==> src/rtl/multicycle_control_unit.sv <==
// Multi-cycle control unit for the 16-bit processor.
// Sequences each instruction through fetch/decode/exec/mem/writeback with a
// memory ready handshake, detects illegal opcodes and memory timeouts (sticky
// fault), and counts retired instructions.
module multicycle_control_unit #(
  parameter int unsigned OPCODE_W    = 4,
  parameter int unsigned FUNCT_W     = 4,
  parameter int unsigned ALUOP_W     = 4,
  parameter int unsigned MEM_TIMEOUT = 15,
  parameter int unsigned CNT_W       = 16
) (
  input  logic                clk,
  input  logic                rst,
  input  logic [OPCODE_W-1:0] opcode,
  input  logic [FUNCT_W-1:0]  function_code,
  input  logic                mem_ready,
  input  logic                zero,
  output logic                PCWrite,
  output logic                IRWrite,
  output logic                RegDst,
  output logic                RegWrite,
  output logic                Branch,
  output logic                Jump,
  output logic [ALUOP_W-1:0]  ALUop,
  output logic                MemRead,
  output logic                MemWrite,
  output logic                RegWriteSource,
  output logic                ALUSource,
  output logic                fault,
  output logic                retired,
  output logic [CNT_W-1:0]    retire_count
);

  localparam int unsigned WaitW = $clog2(MEM_TIMEOUT + 1);

  localparam logic [OPCODE_W-1:0] OpR    = OPCODE_W'(0);
  localparam logic [OPCODE_W-1:0] OpLw   = OPCODE_W'(1);
  localparam logic [OPCODE_W-1:0] OpSw   = OPCODE_W'(2);
  localparam logic [OPCODE_W-1:0] OpAddi = OPCODE_W'(3);
  localparam logic [OPCODE_W-1:0] OpBeq  = OPCODE_W'(4);
  localparam logic [OPCODE_W-1:0] OpBne  = OPCODE_W'(5);
  localparam logic [OPCODE_W-1:0] OpJmp  = OPCODE_W'(6);

  localparam logic [ALUOP_W-1:0] AluAdd = ALUOP_W'(0);
  localparam logic [ALUOP_W-1:0] AluSub = ALUOP_W'(1);

  typedef enum logic [2:0] {
    StFetch,
    StDecode,
    StExec,
    StMem,
    StWb,
    StJump,
    StFault
  } state_e;

  state_e              state_q, state_d;
  logic [WaitW-1:0]    wait_q, wait_d;
  logic [OPCODE_W-1:0] op_q;
  logic [FUNCT_W-1:0]  funct_q;
  logic [CNT_W-1:0]    cnt_q;

  logic mem_wait;
  logic timeout;
  logic illegal;
  logic retired_raw;

  // Stalled on memory: only fetch and mem states issue requests.
  assign mem_wait = ((state_q == StFetch) || (state_q == StMem)) && !mem_ready;
  // This stalled cycle is the MEM_TIMEOUT-th consecutive one.
  assign timeout  = mem_wait && (wait_q >= WaitW'(MEM_TIMEOUT - 1));
  assign illegal  = (opcode > OpJmp) ||
                    ((opcode == OpR) && (function_code > FUNCT_W'(3)));

  // State, wait counter, latched instruction fields and retire counter.
  always_ff @(posedge clk or posedge rst) begin
    if (rst) begin
      state_q <= StFetch;
      wait_q  <= '0;
      op_q    <= '0;
      funct_q <= '0;
      cnt_q   <= '0;
    end else begin
      state_q <= state_d;
      wait_q  <= wait_d;
      if (state_q == StDecode) begin
        op_q    <= opcode;
        funct_q <= function_code;
      end
      if (retired_raw) begin
        cnt_q <= cnt_q + CNT_W'(1);
      end
    end
  end

  // Next-state and wait-counter logic.
  always_comb begin
    state_d = state_q;
    wait_d  = '0;
    case (state_q)
      StFetch: begin
        if (mem_ready) begin
          state_d = StDecode;
        end else if (timeout) begin
          state_d = StFault;
        end
      end
      StDecode: begin
        if (illegal) begin
          state_d = StFault;
        end else if (opcode == OpJmp) begin
          state_d = StJump;
        end else begin
          state_d = StExec;
        end
      end
      StExec: begin
        if ((op_q == OpLw) || (op_q == OpSw)) begin
          state_d = StMem;
        end else if ((op_q == OpR) || (op_q == OpAddi)) begin
          state_d = StWb;
        end else begin
          state_d = StFetch;
        end
      end
      StMem: begin
        if (mem_ready) begin
          state_d = (op_q == OpLw) ? StWb : StFetch;
        end else if (timeout) begin
          state_d = StFault;
        end
      end
      StWb:    state_d = StFetch;
      StJump:  state_d = StFetch;
      StFault: state_d = StFault;
      default: state_d = StFault;
    endcase
    // Count only while stalled in the same state; any transition clears it.
    if (mem_wait && (state_d == state_q)) begin
      wait_d = wait_q + WaitW'(1);
    end
  end

  // Output decode from registered state and latched fields; all zero in reset.
  always_comb begin
    PCWrite        = 1'b0;
    IRWrite        = 1'b0;
    RegDst         = 1'b0;
    RegWrite       = 1'b0;
    Branch         = 1'b0;
    Jump           = 1'b0;
    ALUop          = AluAdd;
    MemRead        = 1'b0;
    MemWrite       = 1'b0;
    RegWriteSource = 1'b0;
    ALUSource      = 1'b0;
    fault          = 1'b0;
    retired_raw    = 1'b0;
    case (state_q)
      StFetch: begin
        MemRead = 1'b1;
        if (mem_ready) begin
          IRWrite = 1'b1;
          PCWrite = 1'b1;
          ALUop   = AluAdd;
        end
      end
      StExec: begin
        if (op_q == OpR) begin
          ALUop     = ALUOP_W'(funct_q);
          ALUSource = 1'b0;
        end else if ((op_q == OpLw) || (op_q == OpSw) || (op_q == OpAddi)) begin
          ALUop     = AluAdd;
          ALUSource = 1'b1;
        end else if ((op_q == OpBeq) || (op_q == OpBne)) begin
          ALUop       = AluSub;
          Branch      = 1'b1;
          PCWrite     = (op_q == OpBeq) ? zero : ~zero;
          retired_raw = 1'b1;
        end
      end
      StMem: begin
        MemRead  = (op_q == OpLw);
        MemWrite = (op_q == OpSw);
        if (mem_ready && (op_q == OpSw)) begin
          retired_raw = 1'b1;
        end
      end
      StWb: begin
        RegWrite       = 1'b1;
        RegDst         = (op_q == OpR);
        RegWriteSource = (op_q == OpLw);
        retired_raw    = 1'b1;
      end
      StJump: begin
        Jump        = 1'b1;
        PCWrite     = 1'b1;
        retired_raw = 1'b1;
      end
      StFault: begin
        fault = 1'b1;
      end
      default: ;
    endcase
    if (rst) begin
      PCWrite        = 1'b0;
      IRWrite        = 1'b0;
      RegDst         = 1'b0;
      RegWrite       = 1'b0;
      Branch         = 1'b0;
      Jump           = 1'b0;
      ALUop          = '0;
      MemRead        = 1'b0;
      MemWrite       = 1'b0;
      RegWriteSource = 1'b0;
      ALUSource      = 1'b0;
      fault          = 1'b0;
      retired_raw    = 1'b0;
    end
  end

  assign retired      = retired_raw;
  assign retire_count = cnt_q;

endmodule
==> config.mk <==
export PLATFORM = sky130hd
export DESIGN_NAME = multicycle_control_unit
export DESIGN_NICKNAME = d
export VERILOG_FILES = /design/src/rtl/multicycle_control_unit.sv
export SDC_FILE = /design/constraint.sdc
export NUM_CORES = 1
export LEC_CHECK = 0
export ABC_CLOCK_PERIOD_IN_PS = 6300
export CORE_MARGIN = 2
export CORE_UTILIZATION = 53
export DETAILED_ROUTE_END_ITERATION = 12
export PLACE_DENSITY = 0.84
export SETUP_SLACK_MARGIN = 0.4
export SLEW_MARGIN = 10
export SYNTH_ARGS = -nofsm -noshare
export SYNTH_HDL_FRONTEND = slang
export SYNTH_SLANG_ARGS = --single-unit
==> constraint.sdc <==
create_clock -name clk -period 6.3 [get_ports clk]
set_clock_uncertainty 0.05 [all_clocks]
set_input_delay 1.575 -clock clk [delete_from_list [all_inputs] [get_ports clk]]
set_output_delay 1.575 -clock clk [all_outputs]
set_load 0.005 [all_outputs]
==> out/qor.csv, run 1 <==
stage,metric,value,unit
finish,FILL cells,262,
cts,hold bufs inserted after CTS,0,
worst_setup_path,CP Cell Sequence,"clkdlybuf4s50_1, nor4b_1, nand2_1, o32ai_1, clkdlybuf4s50_1",
cts,Clock Sinks,31,
sta,Slew @ Worst Pin,0.659,ns
placed_design,GPL Wtd Cong,0.923,
worst_setup_path,CP max stage cell,nor4b_1,
routing,initial DRC count,120,
grt,initial antenna violation count,0,
yosys,Post-synth EDFFs,0,
worst_setup_path,Worst path max stage delay,0.66,ns
grt,vias in the first global route,1503,
worst_setup_path,Setup crit start kind,primary input,
sta,final hold violation count,0,
flow_run,Max-cap violations,0,
hold_path,Tightest Hold Check Type,reg2reg,
yosys,xor and xnor area share after synthesis,9.99,%
finish,"commonest non-fill, non-tap cells in the layout","clkdlybuf4s50_1, dfrtp_1, xor2_1",
floorplan,IO Pins,44,
yosys,"Top FF cell, synth",dfrtp_1,
floorplan,Die W,63.0,µm
cts,"Reg clk slew, reported paths",0.09,ns
sta,Pins Over Slew Limit,0,
routing,Avg WL per Cell,15.5,µm
yosys,post-synthesis async set-or-reset flop share,100,%
finish,Diodes inserted,0,
sta,Worst slew margin,55.5,%
floorplan,die area,3960,µm²
routing,vias per std cell,5.72,
yosys,adder-cell share of the synthesized area,2.04,%
yosys,main combinational cell family by area after synthesis,simple AND/OR/NAND/NOR gates,
grt,first-pass GRT wire length,7.04,mm
routing,vias post-DR,1521,
sta,part of the cycle the worst path needs,85.5,%
finish,FF/Latch Area,776,µm²
worst_setup_path,critical-path maximum fanout,9,
routing,DRC,0,
yosys,Cell variety after synth,47,
power,Pleak,0.00102,µW
yosys,Post-Synth Simple-Gate Area,20.6,%
finish,Multi-input gate area,988,µm²
yosys,mux contribution to synthesized area,6.05,%
cts,Clock Tree Buf Depth,2,
grt,largest net degree at the start of global routing,37,
placed_design,Port Buf Inserts,43,
yosys,synthesized instance count,179,
worst_setup_path,CP required,4.68,ns
cts,CTS tree,built,
finish,"most common cell after layout, fill and taps aside",clkdlybuf4s50_1,
yosys,syn_nets,194,
cts,CTS root buf,clkbuf_4,
sta,min cycle time layout,5.39,ns
sta,setup TNS,0,ns
sta,hold slack,0.435,ns
floorplan,Core Area,3340,µm²
cts,H-tree Lvls,2,
worst_setup_path,Crit. End Element,primary output,
floorplan,row count,21,
finish,Area Growth Syn to Fin,26.6,%
grt,global route overflow,0,
finish,layout cells sized above 1,11.4,%
power,pwr/cell area,138,nW/µm²
cts,Skew-Pair Late Insertion Delay,0.33,ns
floorplan,Die Y,63.0,µm
worst_setup_path,Critical Path Most Common Cell,clkdlybuf4s50_1,
cts,postcts setup bufs,0,
routing,Pre-antenna DRT Iters,4,
grt,gr usage total,22.4,%
yosys,Compound-Gate Fraction of Synth Area,15.0,%
yosys,sequential area share after synthesis,42.1,%
finish,nets,236,
yosys,syn_area_per_cell,10.3,µm²
sta,Max Freq,186,MHz
floorplan,Initial Util,55.2,%
routing,DRT Wirelength,4.12,mm
sta,RSZ-0062 raised after global routing,false,
worst_setup_path,WP data arrival,3.76,ns
yosys,Ys Warns,0,
yosys,Synth Register Bits,31,
status,status,"complete, no violations",
worst_setup_path,Crit Path Class,in2out,
cts,Resize count post-CTS,0,
power,Max VDD drop,0.111,mV
placed_design,Final HPWL DP,2.97,mm
cts,CTS buffer count,5,
yosys,synthesized cell area,1840,µm²
routing,Routed Antenna Nets,0,
sta,setup violators final,0,
==> layout make-up <==
cell class                      count  area share (%)
Multi-Input combinational cell    132            42.4
Sequential cell                    31            33.3
Timing Repair Buffer               45            19.1
Tap cell                           46            2.47
Clock buffer                        6            1.77
Inverter                            6           0.966
==> metal layers <==
| metal | vias to the layer above | track usage, % | share of wire [%] | routed length (µm) |
|---|---|---|---|---|
| met1 | 731 | 28.1 | 43 | 1770 |
| met5 | - | 0 | 0 | 0 |
| met2 | 49 | 37.0 | 50 | 2080 |
| met4 | 0 | 8.33 | 1.3 | 53 |
| met3 | 7 | 5.77 | 5.3 | 219 |
| li1 | 734 | - | - | - |
==> path summary, 6_finish.rpt <==
path | startpoint | to | slack [ns] | cells past startpoint
hold reg to reg | retire_count[15] | retire_count[15] | 0.44 | 1
setup / recovery | rst | PCWrite | 0.91 | 5
setup reg to reg | state_q[2] | retire_count[8] | 4.03 | 4
max in group asynchronous | rst | retire_count[11] | 4.00 | 3
hold / removal | retire_count[15] | retire_count[15] | 0.44 | 1
min in group asynchronous | rst | retire_count[14] | 1.89 | 3
==> metrics by stage <==
step | cell area, µm² | utilization, % | instances | setup slack, ns | total power (µW)
2_1_floorplan | 1840 | - | 179 | 1.48 | 210
3_3_place_gp | 2290 | 68.6 | 260 | 1.04 | 221
3_5_place_dp | 2290 | 68.6 | 260 | 0.929 | 221
4_1_cts | 2330 | 69.9 | 266 | 0.923 | 325
5_1_grt | 2330 | 69.9 | 266 | 0.726 | 335
6_report | 2330 | 69.9 | 266 | 0.910 | 322
==> where the power goes <==
part,internal (µW),total (µW),switching [µW]
combinational,8.64,18.6,10.0
sequential,199,199,0
clock,39.6,104,64.9
==> flip-flops by register name, indices dropped and copies added, names as in the netlist <==
name          flops
wait_q            4
retire_count     16
state_q           3
op_q              4
funct_q           4
==> critical path: cells and delay by family <==
family | cells | cell delay [ns]
buffers and inverters | 2 | 1.12
AND/OR/NAND/NOR | 2 | 0.88
AO/OA/AOI/OAI | 1 | 0.18
==> cell usage after synthesis, drive strengths merged, types with 2 or more instances <==
| cell type | number | area (µm²) |
|---|---|---|
| nor3 | 3 | 15.0 |
| nand2 | 8 | 30.0 |
| a211oi | 5 | 52.6 |
| nor4b | 2 | 17.5 |
| nand2b | 5 | 31.3 |
| ha | 3 | 37.5 |
| or4b | 2 | 23.8 |
| mux2 | 9 | 101 |
| or3 | 3 | 18.8 |
| dfrtp | 31 | 776 |
| nand4 | 3 | 18.8 |
| nand3 | 10 | 50.1 |
| a2111oi | 5 | 72.6 |
| and4 | 2 | 17.5 |
| buf | 5 | 36.3 |
| o32ai | 2 | 17.5 |
| o21ai | 3 | 15.0 |
| xor2 | 19 | 166 |
| inv | 6 | 22.5 |
| a21oi | 8 | 43.8 |
| nor3b | 3 | 27.5 |
| nor2b | 2 | 12.5 |
| clkbuf | 5 | 18.8 |
| and3 | 7 | 43.8 |
| nor2 | 14 | 52.6 |
| xnor2 | 2 | 17.5 |
==> kinds of logic after synthesis <==
group | Yosys count
XOR/XNOR | 21
buffers and inverters | 16
AND/OR/NAND/NOR | 67
AO/OA/AOI/OAI | 31
flip-flops | 31
adder cells (fa/ha/maj) | 3
multiplexers | 10
No activity file was read; power rests on OpenSTA's default activity.
==> run 2, diff against run 1 <==
--- a/config.mk
+++ b/config.mk
@@ -5,13 +5,14 @@
 export SDC_FILE = /design/constraint.sdc
 export NUM_CORES = 1
 export LEC_CHECK = 0
-export ABC_CLOCK_PERIOD_IN_PS = 6300
+export ABC_CLOCK_PERIOD_IN_PS = 4470
 export CORE_MARGIN = 2
-export CORE_UTILIZATION = 53
+export CORE_UTILIZATION = 45
 export DETAILED_ROUTE_END_ITERATION = 12
-export PLACE_DENSITY = 0.84
+export PLACE_DENSITY = 0.76
 export SETUP_SLACK_MARGIN = 0.4
 export SLEW_MARGIN = 10
 export SYNTH_ARGS = -nofsm -noshare
 export SYNTH_HDL_FRONTEND = slang
 export SYNTH_SLANG_ARGS = --single-unit
+export TNS_END_PERCENT = 100
==> constraint.sdc (replaced) <==
create_clock -name clk -period 4.47 [get_ports clk]
set_clock_uncertainty 0.05 [all_clocks]
set_input_delay 1.1175 -clock clk [delete_from_list [all_inputs] [get_ports clk]]
set_output_delay 1.1175 -clock clk [all_outputs]
set_load 0.02 [all_outputs]
==> run 2 against run 1 <==
Net effect: clock-buffer cell count stayed put; critical endpoint is now IRWrite; die area grew 17%; combinational power up 49%; clock power rose to 2.6 times the previous value; worst hold slack got worse by 0.021 ns; global-route usage is 2.4 points lower.
==> out/qor.csv, run 2 (same netlist as run 1, synthesis figures left out) <==
stage,metric,value,unit,change
sta,min cycle time layout,3.96,ns,
routing,Avg WL per Cell,14.6,µm,-5.8%
finish,FF/Latch Area,776,µm²,unchanged
finish,nets,240,,+1.7%
floorplan,IO Pins,44,,unchanged
cts,Clock Tree Buf Depth,2,,unchanged
worst_setup_path,Reg2Reg Depth,4,,unchanged
worst_setup_path,Setup crit start kind,primary input,,
power,sequential power share,48.6,%,-13 points
power,Comb pwr share,4.8,%,-1.0 points
grt,largest net degree at the start of global routing,25,,-32%
hold_path,Tightest Hold Check Type,reg2reg,,
grt,first-pass GRT wire length,6.75,mm,-4.2%
power,Sw Share,20.7,%,-2.5 points
grt,global route overflow,0,,unchanged
floorplan,Die Y,68.0,µm,+8.0%
sta,final hold violation count,0,,unchanged
worst_setup_path,Crit. End Element,primary output,,
grt,initial antenna violation count,0,,unchanged
worst_setup_path,Buf/Inv on CP,2,,unchanged
sta,Worst slew margin,53.5,%,-2.0 points
finish,Post-Layout Cell Count,275,,+3.4%
sta,setup TNS,0,ns,unchanged
worst_setup_path,CP required,3.30,ns,-1.38 ns
worst_setup_path,CP Cell Sequence,"clkdlybuf4s50_1, nand2b_1, nor4_1, clkdlybuf4s50_1",,
routing,Pre-antenna DRT Iters,4,,unchanged
worst_setup_path,Reg2Reg Setup Slack,2.28,ns,-1.75 ns
worst_setup_path,Critical Path Most Common Cell,clkdlybuf4s50_1,,
sta,part of the cycle the worst path needs,88.7,%,
power,Psw,120,µW,+60%
status,status,"complete, no violations",,
finish,Diodes inserted,0,,unchanged
cts,CTS tree,built,,
power,pwr/cell area,235,nW/µm²,+70%
power,Max VDD drop,0.242,mV,+120%
finish,"most common cell after layout, fill and taps aside",clkdlybuf4s50_1,,
sta,Pins Over Slew Limit,0,,unchanged
worst_setup_path,Crit Path Class,in2out,,
cts,Clock Sinks,31,,unchanged
placed_design,GPL Wtd Cong,0.772,,-16%
finish,Area Growth Syn to Fin,33.1,%,
floorplan,Core Area,3970,µm²,+19%
routing,Routed Antenna Nets,0,,unchanged
placed_design,Final HPWL DP,2.85,mm,-3.8%
sta,Slew @ Worst Pin,0.695,ns,+0.0359 ns
worst_setup_path,startpoint of the worst-slack reg-to-reg timing path,state_q[2],,
cts,CTS buffer count,5,,unchanged
worst_setup_path,Crit path max-delay family,buffers and inverters,,
floorplan,die area,4620,µm²,+17%
placed_design,# placed instances,268,,+3.1%
worst_setup_path,Worst path max stage delay,0.67,ns,about the same
floorplan,Initial Util,46.4,%,-8.8 points
cts,CTS root buf,clkbuf_8,,
finish,layout cells sized above 1,13.8,%,+2.4 points
cts,Skew-Pair Late Insertion Delay,0.29,ns,-0.04 ns
floorplan,row count,23,,+9.5%
worst_setup_path,CP max stage cell,clkdlybuf4s50_1,,
finish,"commonest non-fill, non-tap cells in the layout","clkdlybuf4s50_1, dfrtp_1, xor2_1",,
floorplan,Die W,68.0,µm,+8.0%
grt,gr usage total,19.9,%,-2.4 points
worst_setup_path,Crit Reg-Reg Endpoint,retire_count[10],,
routing,DRC,0,,unchanged
sta,RSZ-0062 raised after global routing,false,,
hold_path,Worst Hold Depth,1,,unchanged
cts,"Reg clk slew, reported paths",0.06,ns,-0.03 ns
worst_setup_path,critical-path maximum fanout,8,,-1
routing,initial DRC count,88,,-27%
cts,H-tree Lvls,2,,unchanged
grt,vias in the first global route,1386,,-7.8%
sta,Max Freq,252,MHz,
cts,postcts setup bufs,0,,unchanged
routing,vias post-DR,1518,,-0.20%
sta,setup violators final,0,,unchanged
routing,DRT Wirelength,4.01,mm,-2.6%
hold_path,hold_sp,retire_count[15],,
power,Pint,457,µW,+85%
power,clock share of power,46.6,%,+14 points
worst_setup_path,WP data arrival,2.80,ns,-0.96 ns
finish,Multi-input gate area,1000,µm²,+1.5%
hold_path,Min-Delay Endpoint,retire_count[15],,
routing,vias per std cell,5.52,,-3.5%
flow_run,Max-cap violations,0,,unchanged
placed_design,Port Buf Inserts,43,,unchanged
finish,FILL cells,342,,+31%
power,Pleak,0.00117,µW,+15%
finish,max reg flops,16,,unchanged
run 2: per-stage QoR:
stage | util [%] | total power (µW) | hold slack (ns) | setup slack (ns) | cell area [µm²]
2_1_floorplan | - | 297 | 0.403 | 0.443 | 1840
3_3_place_gp | 58.5 | 313 | 0.407 | 0.236 | 2320
3_5_place_dp | 58.5 | 313 | 0.412 | 0.272 | 2320
4_1_cts | 61.2 | 585 | 0.418 | 0.443 | 2430
5_1_grt | 61.7 | 598 | 0.460 | 0.415 | 2450
6_report | 61.7 | 577 | 0.414 | 0.506 | 2450
run 2: how the worst max path moves through the flow:
stage / start / slack, ns / endpoint / cells after the start
floorplan: rst / 0.44 / retired / 4
global placement: rst / 0.24 / ALUop[0] / 6
detailed placement: rst / 0.27 / ALUop[0] / 6
CTS: mem_ready / 0.44 / retired / 4
global route: mem_ready / 0.42 / IRWrite / 4
finish: mem_ready / 0.51 / IRWrite / 4
run 2: area by class of cell:
type	count	share of cell area, %
Clock buffer	6	2.96
Clock inverter	1	1.23
Inverter	6	0.919
Multi-Input combinational cell	132	40.9
Sequential cell	31	31.6
Tap cell	50	2.55
Timing Repair Buffer	49	19.8
run 2: repair_timing:
item                                    4_1_cts  5_1_grt
endpoints found under the setup margin        7        5
gates resized for setup                       4        6
hold buffers                                  0        0
run 2: per-layer routing:
metal | up-vias | wire length, µm | GRT usage (%)
met5 | - | 0 | 0
li1 | 746 | - | -
met1 | 729 | 2040 | 29.5
met2 | 36 | 1690 | 26.8
met4 | 0 | 81 | 9.00
met3 | 7 | 188 | 5.43
run 2: power by group through the flow:
stage	Sequential (µW)	Combinational (µW)	Clock, µW
after CTS	280	27.9	276
after floorplan	286	10.8	0
after global routing	280	31.1	286
after detailed placement	286	27.7	0
final	281	27.8	269
after global placement	286	27.4	0
